<file path="config.mk">
export PLATFORM = sky130hd
export DESIGN_NAME = mult_div_flat
export DESIGN_NICKNAME = d
export VERILOG_FILES = /design/src/rtl/mult_div_pkg.sv /design/src/rtl/mult_div_if.sv /design/src/rtl/mult_div_negate.sv /design/src/rtl/mult_div.sv /design/src/flat_wrapper.sv
export SDC_FILE = /design/constraint.sdc
export NUM_CORES = 1
export LEC_CHECK = 0
export CAP_MARGIN = 20
export CORE_MARGIN = 5
export CORE_UTILIZATION = 60
export CTS_BUF_LIST = sky130_fd_sc_hd__clkbuf_4
export CTS_CLUSTER_SIZE = 10
export DETAILED_ROUTE_END_ITERATION = 12
export PLACE_DENSITY = 0.83
export SYNTH_ARGS = -nofsm -noshare
export SYNTH_HDL_FRONTEND = slang
export SYNTH_SLANG_ARGS = --single-unit
</file>
<file path="constraint.sdc">
create_clock -name clk -period 7.7 [get_ports clk]
set_input_delay 2.31 -clock clk [delete_from_list [all_inputs] [get_ports clk]]
set_output_delay 2.31 -clock clk [all_outputs]
set_load 0.05 [all_outputs]
</file>
<file path="src/rtl/mult_div_pkg.sv">
// mult_div_pkg
// Shared definitions for the iterative HI/LO multiply/divide unit:
//   WIDTH   operand width (only 32 is exercised)
//   ITERS   number of shift-add / shift-subtract steps per operation
//   state_e FSM states IDLE -> ITER -> FIX -> IDLE
//   OP_MULT / OP_DIV   meaning of the multdivb control bit
package mult_div_pkg;

    localparam int WIDTH = 32;
    localparam int ITERS = 32;

    typedef enum logic [1:0] {
        IDLE = 2'd0,
        ITER = 2'd1,
        FIX  = 2'd2
    } state_e;

    localparam logic OP_MULT = 1'b1;
    localparam logic OP_DIV  = 1'b0;

endpackage

</file>
<file path="src/rtl/mult_div_if.sv">
// mult_div_if
// Request/result bundle between the core (master) and the multiply/divide
// unit (slave).
//   start        launch pulse, sampled on rising clk
//   multdivb     1 = multiply, 0 = divide
//   signedop     1 = two's-complement operands
//   x, y         multiplicand/dividend, multiplier/divisor
//   prodh        mul: product high word; div: remainder
//   prodl        mul: product low word;  div: quotient
//   run          unit busy
//   dividebyzero last launched op was a divide by zero
interface mult_div_if;
    import mult_div_pkg::*;

    logic             start;
    logic             multdivb;
    logic             signedop;
    logic [WIDTH-1:0] x;
    logic [WIDTH-1:0] y;
    logic [WIDTH-1:0] prodh;
    logic [WIDTH-1:0] prodl;
    logic             run;
    logic             dividebyzero;

    modport master (
        output start, multdivb, signedop, x, y,
        input  prodh, prodl, run, dividebyzero
    );

    modport slave (
        input  start, multdivb, signedop, x, y,
        output prodh, prodl, run, dividebyzero
    );

endinterface

</file>
<file path="src/rtl/mult_div_negate.sv">
// mult_div_negate
// Combinational conditional two's complement, used both to take operand
// magnitudes and to restore result signs.
//   neg_i  1 = output -a_i, 0 = output a_i
//   a_i    W-bit input value
//   y_o    W-bit result
module mult_div_negate #(
    parameter int W = 32
) (
    input  logic         neg_i,
    input  logic [W-1:0] a_i,
    output logic [W-1:0] y_o
);

    assign y_o = neg_i ? -a_i : a_i;

endmodule

</file>
<file path="src/rtl/mult_div.sv">
// mult_div
// Iterative radix-2 32x32 multiplier / restoring divider for the HI/LO unit.
// One start pulse launches one operation; run stays high for 33 cycles and
// results appear on prodh/prodl on the edge where run falls, held until the
// next operation finishes.
// Ports:
//   clk    clock, all state on the rising edge
//   reset  asynchronous, active-high
//   bus    mult_div_if.slave (start/multdivb/signedop/x/y in,
//          prodh/prodl/run/dividebyzero out)
// Configuration macro:
//   MULT_DIV_DBZ_SHORTCUT_EN  when defined, a divide by zero skips the
//                             iteration and completes after one cycle.
module mult_div
    import mult_div_pkg::*;
(
    input logic       clk,
    input logic       reset,
    mult_div_if.slave bus
);

    localparam int W2 = 2 * WIDTH;

    state_e           state_q;
    logic [4:0]       stepCnt_q;
    logic             isMult_q;
    logic             negLo_q;
    logic             negHi_q;
    logic [W2-1:0]    acc_q;
    logic [W2-1:0]    acc_d;
    logic [WIDTH-1:0] opB_q;
    logic [WIDTH-1:0] prodh_q;
    logic [WIDTH-1:0] prodl_q;
    logic             run_q;
    logic             dbz_q;

    logic             signX;
    logic             signY;
    logic             isDbz;
    logic [WIDTH-1:0] xAbs;
    logic [WIDTH-1:0] yAbs;
    logic [W2-1:0]    prodFix;
    logic [WIDTH-1:0] remFix;
    logic [WIDTH-1:0] quoFix;

    assign signX = bus.signedop & bus.x[WIDTH-1];
    assign signY = bus.signedop & bus.y[WIDTH-1];
    assign isDbz = (bus.multdivb == OP_DIV) && (bus.y == '0);

    // A divide by zero keeps x unmodified so that the restoring divider
    // naturally produces quotient all-ones and remainder x.
    mult_div_negate #(.W(WIDTH)) uAbsX (
        .neg_i (signX & ~isDbz),
        .a_i   (bus.x),
        .y_o   (xAbs)
    );

    mult_div_negate #(.W(WIDTH)) uAbsY (
        .neg_i (signY),
        .a_i   (bus.y),
        .y_o   (yAbs)
    );

    mult_div_negate #(.W(W2)) uFixProd (
        .neg_i (negLo_q),
        .a_i   (acc_q),
        .y_o   (prodFix)
    );

    mult_div_negate #(.W(WIDTH)) uFixRem (
        .neg_i (negHi_q),
        .a_i   (acc_q[W2-1:WIDTH]),
        .y_o   (remFix)
    );

    mult_div_negate #(.W(WIDTH)) uFixQuo (
        .neg_i (negLo_q),
        .a_i   (acc_q[WIDTH-1:0]),
        .y_o   (quoFix)
    );

    // One iteration step on the {high, low} accumulator.
    // Multiply: low half holds the remaining multiplier bits; add the
    // multiplicand into the high half when the current bit is set, then
    // shift the 65-bit result right.
    // Divide: {remainder, dividend} shifts left; the remainder is replaced
    // by the trial difference whenever the divisor fits, and the quotient
    // bit shifts in at the bottom.
    logic [WIDTH:0]   mulSum;
    logic             divFits;
    logic [WIDTH-1:0] divRem;

    always_comb begin
        mulSum  = {1'b0, acc_q[W2-1:WIDTH]} + (acc_q[0] ? {1'b0, opB_q} : '0);
        divFits = acc_q[W2-1:WIDTH-1] >= {1'b0, opB_q};
        divRem  = acc_q[W2-2:WIDTH-1] - opB_q;
        if (isMult_q) begin
            acc_d = {mulSum, acc_q[WIDTH-1:1]};
        end else if (divFits) begin
            acc_d = {divRem, acc_q[WIDTH-2:0], 1'b1};
        end else begin
            acc_d = {acc_q[W2-2:0], 1'b0};
        end
    end

    // Control FSM and all architectural state. Results are only written in
    // FIX so prodh/prodl stay stable for the whole next operation.
    always_ff @(posedge clk or posedge reset) begin
        if (reset) begin
            state_q   <= IDLE;
            stepCnt_q <= '0;
            isMult_q  <= 1'b0;
            negLo_q   <= 1'b0;
            negHi_q   <= 1'b0;
            acc_q     <= '0;
            opB_q     <= '0;
            prodh_q   <= '0;
            prodl_q   <= '0;
            run_q     <= 1'b0;
            dbz_q     <= 1'b0;
        end else begin
            case (state_q)
                IDLE: begin
                    if (bus.start) begin
                        isMult_q  <= (bus.multdivb == OP_MULT);
                        opB_q     <= yAbs;
                        stepCnt_q <= '0;
                        run_q     <= 1'b1;
                        dbz_q     <= isDbz;
                        negLo_q   <= ~isDbz & (signX ^ signY);
                        negHi_q   <= ~isDbz & signX;
`ifdef MULT_DIV_DBZ_SHORTCUT_EN
                        if (isDbz) begin
                            acc_q   <= {bus.x, {WIDTH{1'b1}}};
                            state_q <= FIX;
                        end else begin
                            acc_q   <= {{WIDTH{1'b0}}, xAbs};
                            state_q <= ITER;
                        end
`else
                        acc_q   <= {{WIDTH{1'b0}}, xAbs};
                        state_q <= ITER;
`endif
                    end
                end
                ITER: begin
                    acc_q     <= acc_d;
                    stepCnt_q <= stepCnt_q + 5'd1;
                    if (stepCnt_q == 5'(ITERS - 1)) begin
                        state_q <= FIX;
                    end
                end
                FIX: begin
                    if (isMult_q) begin
                        prodh_q <= prodFix[W2-1:WIDTH];
                        prodl_q <= prodFix[WIDTH-1:0];
                    end else begin
                        prodh_q <= remFix;
                        prodl_q <= quoFix;
                    end
                    run_q   <= 1'b0;
                    state_q <= IDLE;
                end
                default: begin
                    state_q <= IDLE;
                end
            endcase
        end
    end

    assign bus.prodh        = prodh_q;
    assign bus.prodl        = prodl_q;
    assign bus.run          = run_q;
    assign bus.dividebyzero = dbz_q;

endmodule

</file>
<file path="src/flat_wrapper.sv">
// flat-port wrapper written by rule: the top's interface ports become plain ports
module mult_div_flat import mult_div_pkg::*;
  (clk, reset, bus_start, bus_multdivb, bus_signedop, bus_x, bus_y, bus_prodh, bus_prodl, bus_run, bus_dividebyzero);
  mult_div_if bus_i ();
  input logic clk;
  input logic reset;
  input wire logic [$bits(bus_i.start)-1:0] bus_start;
  input wire logic [$bits(bus_i.multdivb)-1:0] bus_multdivb;
  input wire logic [$bits(bus_i.signedop)-1:0] bus_signedop;
  input wire logic [$bits(bus_i.x)-1:0] bus_x;
  input wire logic [$bits(bus_i.y)-1:0] bus_y;
  output wire logic [$bits(bus_i.prodh)-1:0] bus_prodh;
  output wire logic [$bits(bus_i.prodl)-1:0] bus_prodl;
  output wire logic [$bits(bus_i.run)-1:0] bus_run;
  output wire logic [$bits(bus_i.dividebyzero)-1:0] bus_dividebyzero;
  assign bus_i.start = bus_start;
  assign bus_i.multdivb = bus_multdivb;
  assign bus_i.signedop = bus_signedop;
  assign bus_i.x = bus_x;
  assign bus_i.y = bus_y;
  assign bus_prodh = bus_i.prodh;
  assign bus_prodl = bus_i.prodl;
  assign bus_run = bus_i.run;
  assign bus_dividebyzero = bus_i.dividebyzero;
  mult_div u_core (.clk(clk), .reset(reset), .bus(bus_i));
endmodule
</file>
==> results_dict.tcl <==
set metrics [dict create \
    syn-num-nets 1842 \
    dpl.hpwl_microns 28840 \
    tns_ns 0 \
    syn_inst 1701 \
    layout_worst_path_cycle_share 0.6925 \
    fp.dieW_microns 160.3 \
    initial_core_util 0.6042 \
    maxSlewViolCount 0 \
    ys_types 78 \
    hp-class "reg -> reg" \
    vias 13010 \
    routed_wl_microns 38320 \
    num_rows 55 \
    die_h_microns 160.3 \
    seq_area_frac_synth 0.3175 \
    hold_viol_final 0 \
    drive_gt1_frac 0.04314 \
    yosysWarnings 0 \
    grt_usage 0.2904 \
    synth-simple-area-share 0.1847 \
    power.density_nw_per_um2 483.9 \
    wl_per_cell_microns 18.50 \
    clk_pin_slew_ns 0.16 \
    ctsResizeCount 0 \
    worstSetupStartpointType "input pin" \
    finalSetupViolCount 0 \
    grt-ovfl-total 0 \
    drt-initial-drc-count 1419 \
    worst_pin_slew_ns 0.9957 \
    drcViolationCount 0 \
    io_buffers 134 \
    numCtsBuffers 17 \
    muxShareOfSynthArea 0.03111 \
    path_class "in -> reg" \
    ctsHtreeMaxLevel 4 \
    status "complete, no violations" \
    fill_cells 1893 \
    antenna_found_initial 1 \
    clock_path_buffers 2 \
    cts_tree "done" \
    synth_edf_count 0 \
    nets 1913 \
    clock_latency_ns 0.61 \
    cp.arrival_ns 5.82 \
    syn_avg_cell_area_sq_um 7.968 \
    ys.flop_type "dfrtp_1" \
    synth_xor_area_frac 0.1105 \
    viasPerCell 6.281 \
    drtAntennaViolNets 0 \
    dieArea_sq_um 25700 \
    pre_cts_ws_ns 1.709 \
    synth_top_family_by_area "compound AO/OA/AOI/OAI gates" \
    relSlewSlack 0.3362 \
    setup_ws_ns 2.368 \
    min_period_ns 5.332 \
    ios 135 \
    dr.pass1.iters 5 \
    rsz0062_at_grt "no" \
    final_util 0.6847 \
    gp_congestion 0.9959 \
    hold_buffers 0 \
    area_growth_pct 13.32 \
    grt_pass1_vias 12030 \
    core_area_sq_um 22430 \
    postSynth.asyncResetShare 1.000 \
    synthAdderAreaFrac 0.06757 \
    cp-end-kind "register" \
    cts-root-buf "clkbuf_4" \
    synthesis.area_sq_um 13550 \
    yosys_register_bits 172 \
    grt_pass1_wl_microns 61710 \
    fmax_mhz 187.5 \
    drv_cap 0 \
    ir_drop_mv 0.2221 \
    required_ns 8.19 \
    path_max_fanout 21 \
    grt_max_degree 132 \
    synth-compound-area-share 0.2424 \
    cts_sinks 172 \
    post-cts-setup-buffer-count 0 \
    p_leak_uw 0.006521 \
    fin_skew_ns 0.02518 \
]
logic make-up after synthesis:
logic type,after synthesis
AO/OA/AOI/OAI,538
multiplexers,42
adder cells (fa/ha/maj),72
buffers and inverters,162
flip-flops,172
XOR/XNOR,171
AND/OR/NAND/NOR,544
per-stage QoR:
stage	total power, uW	instances	instance area, sq um	hold slack [ns]
finish	7433	2071	15360	0.5003
detailed placement	6736	2035	14990	0.4703
global placement	6609	2035	14990	0.4597
global route	8039	2071	15360	0.5208
CTS	7301	2067	15290	0.5071
floorplan	5492	1701	13550	0.4490
area by class of cell:
class / instances / area [sq um] / area share
Inverter: 66 / 252.7 / 0.01645
Multi-Input combinational cell: 1367 / 8651 / 0.5632
Timing Repair Buffer: 148 / 1486 / 0.09677
Sequential cell: 172 / 4305 / 0.2803
Clock inverter: 15 / 177.7 / 0.01157
Tap cell: 285 / 356.6 / 0.02322
Antenna cell: 1 / 2.502 / 0.0001629
Clock buffer: 17 / 127.6 / 0.008309
power by group:
part	total [uW]	internal [uW]	switching, uW
Clock	552	152	400
Combinational	5100	2100	3000
Sequential	1780	1230	550
worst paths after layout:
kind	start	depth (start not counted)	end	slack [ns]
hold / removal	u_core.opB_q[5]	2	u_core.opB_q[5]	0.50
setup reg to reg	u_core.acc_q[0]	13	u_core.acc_q[61]	3.21
max in group asynchronous	reset	4	u_core.acc_q[58]	4.57
min in group asynchronous	reset	2	u_core.bus.prodl[12]	2.14
hold reg to reg	u_core.opB_q[5]	2	u_core.opB_q[5]	0.50
setup / recovery	bus_y[13]	10	u_core.acc_q[17]	2.37
sequential cells by signal, indices dropped and copies added (netlist names):
| name | cells |
|---|---|
| u_core.bus.run | 1 |
| u_core.opB_q | 32 |
| u_core.bus.dividebyzero | 1 |
| u_core.negHi_q | 1 |
| u_core.state_q | 2 |
| u_core.acc_q | 64 |
| u_core.stepCnt_q | 5 |
| u_core.isMult_q | 1 |
| u_core.bus.prodl | 32 |
| u_core.negLo_q | 1 |
| u_core.bus.prodh | 32 |
worst max-delay path: stages:
cell and delay [ns]:
clkdlybuf4s50_1 0.47, or4_1 0.57, or3_1 0.36, or3_1 0.36, nor3_1 0.51, nand4_1 0.25, and3_1 0.51, o21ai_0 0.23
xor2_1 0.16, o21ai_0 0.08
placed cells by master (no fill, tap or decap), types with 8 or more instances in the layout:
cell type        count
nand2_1            213
o21ai_0            205
dfrtp_1            171
nor2_1             138
clkdlybuf4s50_1    134
a21oi_1            112
xor2_1              96
xnor2_1             75
ha_1                70
inv_1               64
a31oi_1             43
mux2i_1             41
nand3_1             35
nor3_1              32
a21o_1              26
o31ai_1             23
or3_1               21
clkbuf_4            17
nor4_1              15
a211oi_1            15
nand2b_1            14
o211ai_1            13
buf_4               12
o21ai_1             11
nor2b_1             10
nand4_1             10
a32o_1              10
or2_2                9
and3_1               9
o41ai_1              8
and2_1               8
o21a_1               8
per-layer routing:
metal | global-route usage | part of all wire | up-vias
met3 | 0.04696 | 0.092 | 60
li1 | - | - | 6213
met5 | 0 | 0 | -
met4 | 0.08056 | 0.017 | 0
met2 | 0.4503 | 0.45 | 594
met1 | 0.4242 | 0.45 | 6140
Yosys cell counts, drive strengths merged, types with 8 or more instances:
cell type,instances,area share
o21ai,219,0.082
nand2,215,0.060
dfrtp,172,0.32
nor2,139,0.039
a21oi,113,0.043
xor2,96,0.062
clkbuf,88,0.024
xnor2,75,0.048
ha,70,0.065
inv,65,0.018
a31oi,45,0.022
mux2i,41,0.030
nand3,35,0.013
nor3,32,0.012
a21o,26,0.014
o31ai,23,0.013
or3,21,0.0097
nand2b,17,0.0084
a211oi,15,0.0083
nor4,15,0.0069
o211ai,13,0.0072
nor2b,11,0.0056
a32o,10,0.0074
and2,10,0.0046
nand4,10,0.0046
or2,10,0.0046
and3,9,0.0042
o41ai,9,0.0064
buf,8,0.0035
o21a,8,0.0044
Power figures use the tool's default switching activity.
